`src/rtl/demux_pkg.sv`:
```
// Shared definitions for the 1-to-2 packet demultiplexer.
// Holds the routing FSM encoding, the statistics counter width and the
// helper that resolves which channel the current upstream beat targets.
package demux_pkg;

  // Routing state: IDLE follows sel_in, LOCK_x pins the rest of a packet.
  typedef enum logic [1:0] {
    IDLE   = 2'd0,
    LOCK_A = 2'd1,
    LOCK_B = 2'd2
  } state_t;

  // Width of the optional per-channel transfer counters.
  localparam int CNT_W = 16;

  // Channel indices used for the output slot array.
  localparam int CH_A = 0;
  localparam int CH_B = 1;

  // Destination of an upstream beat: 0 -> A, 1 -> B.
  // In a locked state sel_in is ignored so a packet never splits.
  function automatic logic route_dest(state_t state, logic sel);
    logic dest;
    case (state)
      LOCK_A:  dest = 1'b0;
      LOCK_B:  dest = 1'b1;
      default: dest = sel;
    endcase
    return dest;
  endfunction

endpackage

```
`src/rtl/demux_1_2_out_slot.sv`:
```
// One-entry valid/ready output register (module out_slot).
// Loads when the steering logic says so, holds its contents stable while
// the consumer stalls, and supports drain-and-reload in the same cycle so
// a channel can sustain one beat per clock.
module out_slot #(
  parameter int WIDTH = 9
) (
  input  logic             clk_in,
  input  logic             rst_n_in,
  input  logic             load_in,
  input  logic [WIDTH-1:0] data_in,
  input  logic             ready_in,
  output logic [WIDTH-1:0] data_out,
  output logic             valid_out,
  output logic             space_out
);

  logic [WIDTH-1:0] data_reg;
  logic             valid_reg;

  // Room for a new beat when empty or when the current one leaves this cycle.
  assign space_out = ~valid_reg | ready_in;
  assign data_out  = data_reg;
  assign valid_out = valid_reg;

  // Register update: load wins over drain, data only changes on load.
  always_ff @(posedge clk_in or negedge rst_n_in) begin
    if (!rst_n_in) begin
      valid_reg <= 1'b0;
      data_reg  <= '0;
    end else begin
      if (load_in) begin
        valid_reg <= 1'b1;
        data_reg  <= data_in;
      end else if (ready_in) begin
        valid_reg <= 1'b0;
      end
    end
  end

endmodule

```
`src/rtl/demux_1_2.sv`:
```
// 1-to-2 packet demultiplexer with valid/ready handshakes.
// The first beat of a packet is routed by sel_in; a routing FSM then locks
// the remaining beats onto the same channel until last_in is accepted.
// Optional feature: define DEMUX_1_2_STATS_EN to add 16-bit per-channel
// downstream transfer counters (a_cnt_out, b_cnt_out).
module demux_1_2
  import demux_pkg::*;
#(
  parameter int DATA_W = 8
) (
  input  logic              clk_in,
  input  logic              rst_n_in,
  input  logic [DATA_W-1:0] a_in,
  input  logic              sel_in,
  input  logic              last_in,
  input  logic              valid_in,
  output logic              ready_out,
  output logic [DATA_W-1:0] ya_out,
  output logic [DATA_W-1:0] yb_out,
  output logic              ya_last_out,
  output logic              yb_last_out,
  output logic              ya_valid_out,
  output logic              yb_valid_out,
  input  logic              ya_ready_in,
  input  logic              yb_ready_in
`ifdef DEMUX_1_2_STATS_EN
  ,
  output logic [CNT_W-1:0]  a_cnt_out,
  output logic [CNT_W-1:0]  b_cnt_out
`endif
);

  state_t          state_reg;
  logic            dest;
  logic            up_fire;

  logic [1:0]      slot_load;
  logic [1:0]      slot_ready;
  logic [1:0]      slot_valid;
  logic [1:0]      slot_space;
  logic [DATA_W:0] slot_data [2];
  logic [DATA_W:0] beat_data;

  // Destination depends only on state and sel_in, never on valid_in.
  assign dest      = route_dest(state_reg, sel_in);
  assign ready_out = rst_n_in & slot_space[dest];
  assign up_fire   = valid_in & ready_out;
  assign beat_data = {last_in, a_in};

  assign slot_ready[CH_A] = ya_ready_in;
  assign slot_ready[CH_B] = yb_ready_in;

  // Only the destination slot sees a load; the other channel is untouched.
  assign slot_load[CH_A] = up_fire & ~dest;
  assign slot_load[CH_B] = up_fire &  dest;

  genvar gi;
  generate
    for (gi = 0; gi < 2; gi++) begin : g_slot
      out_slot #(
        .WIDTH (DATA_W + 1)
      ) u_slot (
        .clk_in    (clk_in),
        .rst_n_in  (rst_n_in),
        .load_in   (slot_load[gi]),
        .data_in   (beat_data),
        .ready_in  (slot_ready[gi]),
        .data_out  (slot_data[gi]),
        .valid_out (slot_valid[gi]),
        .space_out (slot_space[gi])
      );
    end
  endgenerate

  assign ya_out       = slot_data[CH_A][DATA_W-1:0];
  assign ya_last_out  = slot_data[CH_A][DATA_W];
  assign ya_valid_out = slot_valid[CH_A];
  assign yb_out       = slot_data[CH_B][DATA_W-1:0];
  assign yb_last_out  = slot_data[CH_B][DATA_W];
  assign yb_valid_out = slot_valid[CH_B];

  // Routing FSM: advances only on an accepted upstream beat.
  always_ff @(posedge clk_in or negedge rst_n_in) begin
    if (!rst_n_in) begin
      state_reg <= IDLE;
    end else if (up_fire) begin
      case (state_reg)
        IDLE: begin
          if (!last_in) begin
            state_reg <= sel_in ? LOCK_B : LOCK_A;
          end
        end
        LOCK_A, LOCK_B: begin
          if (last_in) begin
            state_reg <= IDLE;
          end
        end
        default: state_reg <= IDLE;
      endcase
    end
  end

`ifdef DEMUX_1_2_STATS_EN
  logic [CNT_W-1:0] cnt_reg [2];

  generate
    for (gi = 0; gi < 2; gi++) begin : g_cnt
      // Count downstream transfers; natural wrap from all-ones to zero.
      always_ff @(posedge clk_in or negedge rst_n_in) begin
        if (!rst_n_in) begin
          cnt_reg[gi] <= '0;
        end else if (slot_valid[gi] & slot_ready[gi]) begin
          cnt_reg[gi] <= cnt_reg[gi] + 1'b1;
        end
      end
    end
  endgenerate

  assign a_cnt_out = cnt_reg[CH_A];
  assign b_cnt_out = cnt_reg[CH_B];
`endif

endmodule
```
`config.mk`:
```
export PLATFORM = sky130hd
export DESIGN_NAME = demux_1_2
export DESIGN_NICKNAME = d
export VERILOG_FILES = /design/src/rtl/demux_pkg.sv /design/src/rtl/demux_1_2_out_slot.sv /design/src/rtl/demux_1_2.sv
export SDC_FILE = /design/constraint.sdc
export NUM_CORES = 1
export LEC_CHECK = 0
export ABC_AREA = 0
export BUFFER_PORTS_ARGS = -buffer_cell sky130_fd_sc_hd__buf_4
export CAP_MARGIN = 15
export CORE_MARGIN = 3
export CORE_UTILIZATION = 47
export DETAILED_ROUTE_END_ITERATION = 8
export PLACE_DENSITY = 0.88
export SLEW_MARGIN = 20
export SYNTH_ARGS = -nofsm -noshare
export SYNTH_HDL_FRONTEND = slang
export SYNTH_SLANG_ARGS = --single-unit
```
`constraint.sdc`:
```
create_clock -name clk_in -period 2 [get_ports clk_in]
set_input_delay 0.1 -clock clk_in [delete_from_list [all_inputs] [get_ports clk_in]]
set_output_delay 0.1 -clock clk_in [all_outputs]
set_load 0.02 [all_outputs]
```
==> results.md <==
Worst setup path:
- The worst setup path is captured at a primary output.
- Grouping stages by cell kind, the critical path spends the most delay in buffers and inverters.
- In this run the worst path has a maximum fanout of 4.
- The critical path class is flip-flop to primary output.
- At the worst endpoint, the required time is 1.90 ns.
- The critical path contains buffers and inverters numbering 3 combined.
- The standard cell with the maximum stage delay on the critical path is sky130_fd_sc_hd__dfrtp_1.
- Walking the worst path, the cells encountered are inv_1 > ha_4 > mux2i_2 > buf_4 > nand2_1 > o211a_1 > buf_4.
- Data on the critical path arrives at its endpoint at approximately 1.8 ns.
- The cell occurring most often along the worst timing path is sky130_fd_sc_hd__buf_4.
- The largest incremental delay on the critical path is ~0.38 ns.
- The kind of launch point of the worst setup path is a flip-flop.

Die:
- Once the floorplan was initialized, standard cells occupied 52.2% of the core.
- The placeable core area is between 1500 and 2000 µm².
- The total number of placement rows is 15.
- The die height is 50.7 µm.
- The die covers ~2600 µm².
- The number of I/O pins is 36.
- The die outline width is 50.7 µm.

Routing:
- After detailed routing, the total wire length is 1820 µm.
- After the first detailed-routing iteration, the DRC count stood at 4.
- Once detail routing completed, the nets flagged for antenna violations numbered 0.
- For this run, design rule violations remaining after detail routing come to 0.
- For this run, the detailed router's first-pass iteration total came to 2.
- Using the TritonRoute via totals, the vias-per-cell ratio works out to 4.90.
- After detailed routing, the average wire length per cell comes to 14.2 µm.
- The number of vias in the routed layout is 627.

Layout:
- The flip-flop count of the largest register, all copies and words added is 18.
- The layout overhead on the synthesized area is 40.6%.
- The filler cell count in the final layout is 131.
- The count of antenna diodes in the layout is 0.
- The post-route netlist has around 65% of its cells at a drive strength greater than 1.
- The net count of the finished layout is ~120.
- The finished layout holds around 130 standard cells, fillers aside.
- The multi-input logic area is 382 µm².
- The footprint of the flip-flops and latches is 551 µm².
- The final cell area excluding filler cells is 1320 µm².
- The core occupancy in the finished layout is 73.4%.

GRT:
- The met3 global-route usage is 5.34%.
- Across every metal layer, demand over resource in global routing totals ~16%.
- In the global route stage, met2 resource usage came out at 25.7%.
- The wire length of the first global-routing pass is 3060 µm.
- The global routing stage identified its most utilized layer as met2.
- The met1 demand-to-capacity share in global routing is 20.5%.
- The initial antenna violation count was 0.
- The via count of the first global-routing pass was 637.
- The pin count of the biggest net entering global routing is 26.
- Summed over all layers, the global routing overflow is 0.

Logic synthesis:
- The portion of the post-synthesis area used by sequential elements is about three fifths.
- The share of synthesized flip-flops with an asynchronous set or reset is 100%.
- The simple-gate portion of the synthesized area is 5.59%.
- Summed over all instances, the cell type with the most area after synthesis is sky130_fd_sc_hd__dfrtp_1.
- The number of cells produced by synthesis is just over 60.
- The synthesized netlist occupies a cell area of between 900 and 1000 µm².
- After synthesis, the largest area contributor takes up between 50% and 60% of total cell area.
- The synthesized netlist devotes 2.66% of its cell area to adder and majority cells.
- In the post-synthesis netlist, the cell with the most instances is sky130_fd_sc_hd__dfrtp_1.
- The commonest cells after synthesis are 22 x sky130_fd_sc_hd__dfrtp_1, 18 x sky130_fd_sc_hd__mux2_2, 3 x sky130_fd_sc_hd__mux2i_1, 3 x sky130_fd_sc_hd__nand2_1.
- The synthesized netlist devotes 0% of its cell area to XOR and XNOR gates.
- After synthesis, the cell types taking the most area are sky130_fd_sc_hd__dfrtp_1 59%, sky130_fd_sc_hd__mux2_2 22%, sky130_fd_sc_hd__mux2i_1 3.2%, sky130_fd_sc_hd__ha_1 2.7%, sky130_fd_sc_hd__o21ai_4 1.7%.
- The number of warnings issued by yosys is 0.
- The number of enable flip-flop cells after synthesis is 0.
- Counting flops and latches in the post-synthesis netlist gives 22.
- In this run, distinct cell masters in the synthesized netlist total 17.
- The area fraction in compound gates after synthesis is under 10%.
- In the synthesized netlist the dominant register cell turns out to be sky130_fd_sc_hd__dfrtp_1.
- After synthesis, the share of cell area in mux cells is 26.2%.
- Counting every net in the synthesized netlist gives 79.
- By area, the combinational part of the netlist is dominated by multiplexers.
- The average instance in the mapped netlist occupies 15.2 µm².

Timing:
- The highest clock rate is 530 MHz.
- The max-slew headroom at the worst pin is between 80% and 90%.
- The setup violation total in the final timing report is 0.
- The tightest hold path in the finished design has a slack of between 0.02 and 0.03 ns.
- The number of hold violations in the final report is 0.
- At the pin with the least slew margin, the transition time is 0.295 ns.
- The final worst slack is 0.113 ns.
- Dividing the final minimum period by the clock period gives 94.4%.
- The sum of negative setup slack is 0 ns.
- Setup repair after global routing left no endpoint under its margin.
- The max-slew violation count is 0.
- For the finished layout, the period the worst path requires is 1.89 ns.
- On the final layout, the worst clock skew is 0.00657 ns.

Power and ir drop:
- For this design the ratio of total power to cell area is 1660 nW/µm².
- Summed over all nets, the switching power comes to 0.780 mW.
- Of the total power, the share spent switching nets is 35.5%.
- The clock network burns 15.2% of the power.
- Per report_power, the combinational group accounts for 49.8% of the total.
- The proportion of power drawn by flip-flops and latches is 35.0%.
- The static leakage is about 0.64 nW.
- The design draws between 2 and 2.5 mW.
- Cell internal power was estimated by the tool at 1.42 mW.
- The worst-case vdd ir drop is 0.00109 V.

Placed design:
- The congestion estimate from routability-driven global placement came to 0.731.
- Summed over all nets, the half-perimeter wirelength after detailed placement is 1380 µm.
- At the placement stage, the worst setup path has a slack of 0.115 ns.
- The placed cell area is 1240 µm².
- Buffers placed on the I/O ports in this run total 35.
- The placed instance count is 123.

CTS:
- The clock tree from TritonCTS is done.
- TritonCTS created 3 clock buffers.
- The clock latency at the later pin of the worst-skew pair is 0.30 ns.
- The root buffer selected by CTS is sky130_fd_sc_hd__clkbuf_4.
- The maximum number of buffers from clock root to sink is 2.
- The CTS H-tree depth is 1.
- After clock tree synthesis, the clock-pin slew on the worst setup and hold paths is 0.12 ns.
- The tree built by TritonCTS fans out to 22 sinks.

Job:
- The number of violations of the max-capacitance limit is 0.

Outcome:
- The run finished with clean final reports.

Hold path:
- The tightest min-delay check is of the input port to flip-flop type.
-- cells in the final DEF (no fill, tap or decap), drive strengths merged, types with 3 or more instances in the layout --
cell,netlist,layout
nand2,3,3
mux2i,4,4
buf,2,38
clkbuf,0,3
mux2,18,18
dfrtp,22,22
-- what timing repair did --
item / CTS / global route
setup endpoints to repair: 0 / 10
endpoints found under the hold margin: 22 / 0
resized for setup: 0 / 2
setup buffers: 0 / 0
hold buffers: 1 / 0
-- final cells by class --
class / instances / share of cell area (%)
Timing Repair Buffer: 39 / 22.6
Multi-Input combinational cell: 36 / 28.9
Clock buffer: 3 / 1.70
Clock inverter: 1 / 2.27
Sequential cell: 22 / 41.6
Tap cell: 25 / 2.37
Inverter: 2 / 0.568
-- metal layers --
layer / up-vias / part of all wire [%]
met1: 302 / 44
li1: 298 / -
met2: 25 / 47
met3: 2 / 8.6
met5: - / 0
met4: 0 / 0.60
-- power by group through the flow --
| stage | registers [mW] | logic, mW | clock network [mW] |
|---|---|---|---|
| 2_1_floorplan | 1.01 | 0.383 | 0 |
| 3_3_place_gp | 0.771 | 1.04 | 0 |
| 3_5_place_dp | 0.779 | 1.07 | 0 |
| 4_1_cts | 0.773 | 1.08 | 0.339 |
| 5_1_grt | 0.800 | 1.17 | 0.355 |
| 6_report | 0.768 | 1.09 | 0.334 |
-- worst paths after layout --
| kind | start | end | slack [ns] | depth (start not counted) |
|---|---|---|---|---|
| max | state_reg[1]$_DFFE_PN0P_ | ready_out | 0.11 | 7 |
| min in group asynchronous | rst_n_in | g_slot[0].u_slot.data_out[4]$_DFFE_PN0P_ | 0.22 | 2 |
| max in group asynchronous | rst_n_in | g_slot[1].u_slot.data_out[7]$_DFFE_PN0P_ | 1.55 | 2 |
| max reg2reg | state_reg[1]$_DFFE_PN0P_ | g_slot[0].u_slot.data_out[1]$_DFFE_PN0P_ | 0.14 | 6 |
| min reg2reg | g_slot[1].u_slot.data_out[3]$_DFFE_PN0P_ | g_slot[1].u_slot.data_out[3]$_DFFE_PN0P_ | 0.52 | 1 |
| min | a_in[5] | g_slot[0].u_slot.data_out[5]$_DFFE_PN0P_ | 0.03 | 2 |
-- kinds of logic (layout without fill, tap and decap cells) --
kind of cell / after synthesis / in the layout
mux: 22 / 22
flops: 22 / 22
simple gates: 8 / 8
compound gates: 4 / 4
buf+inv: 4 / 45
fa+ha+maj: 2 / 2
No activity file was read; power rests on OpenSTA's default activity.
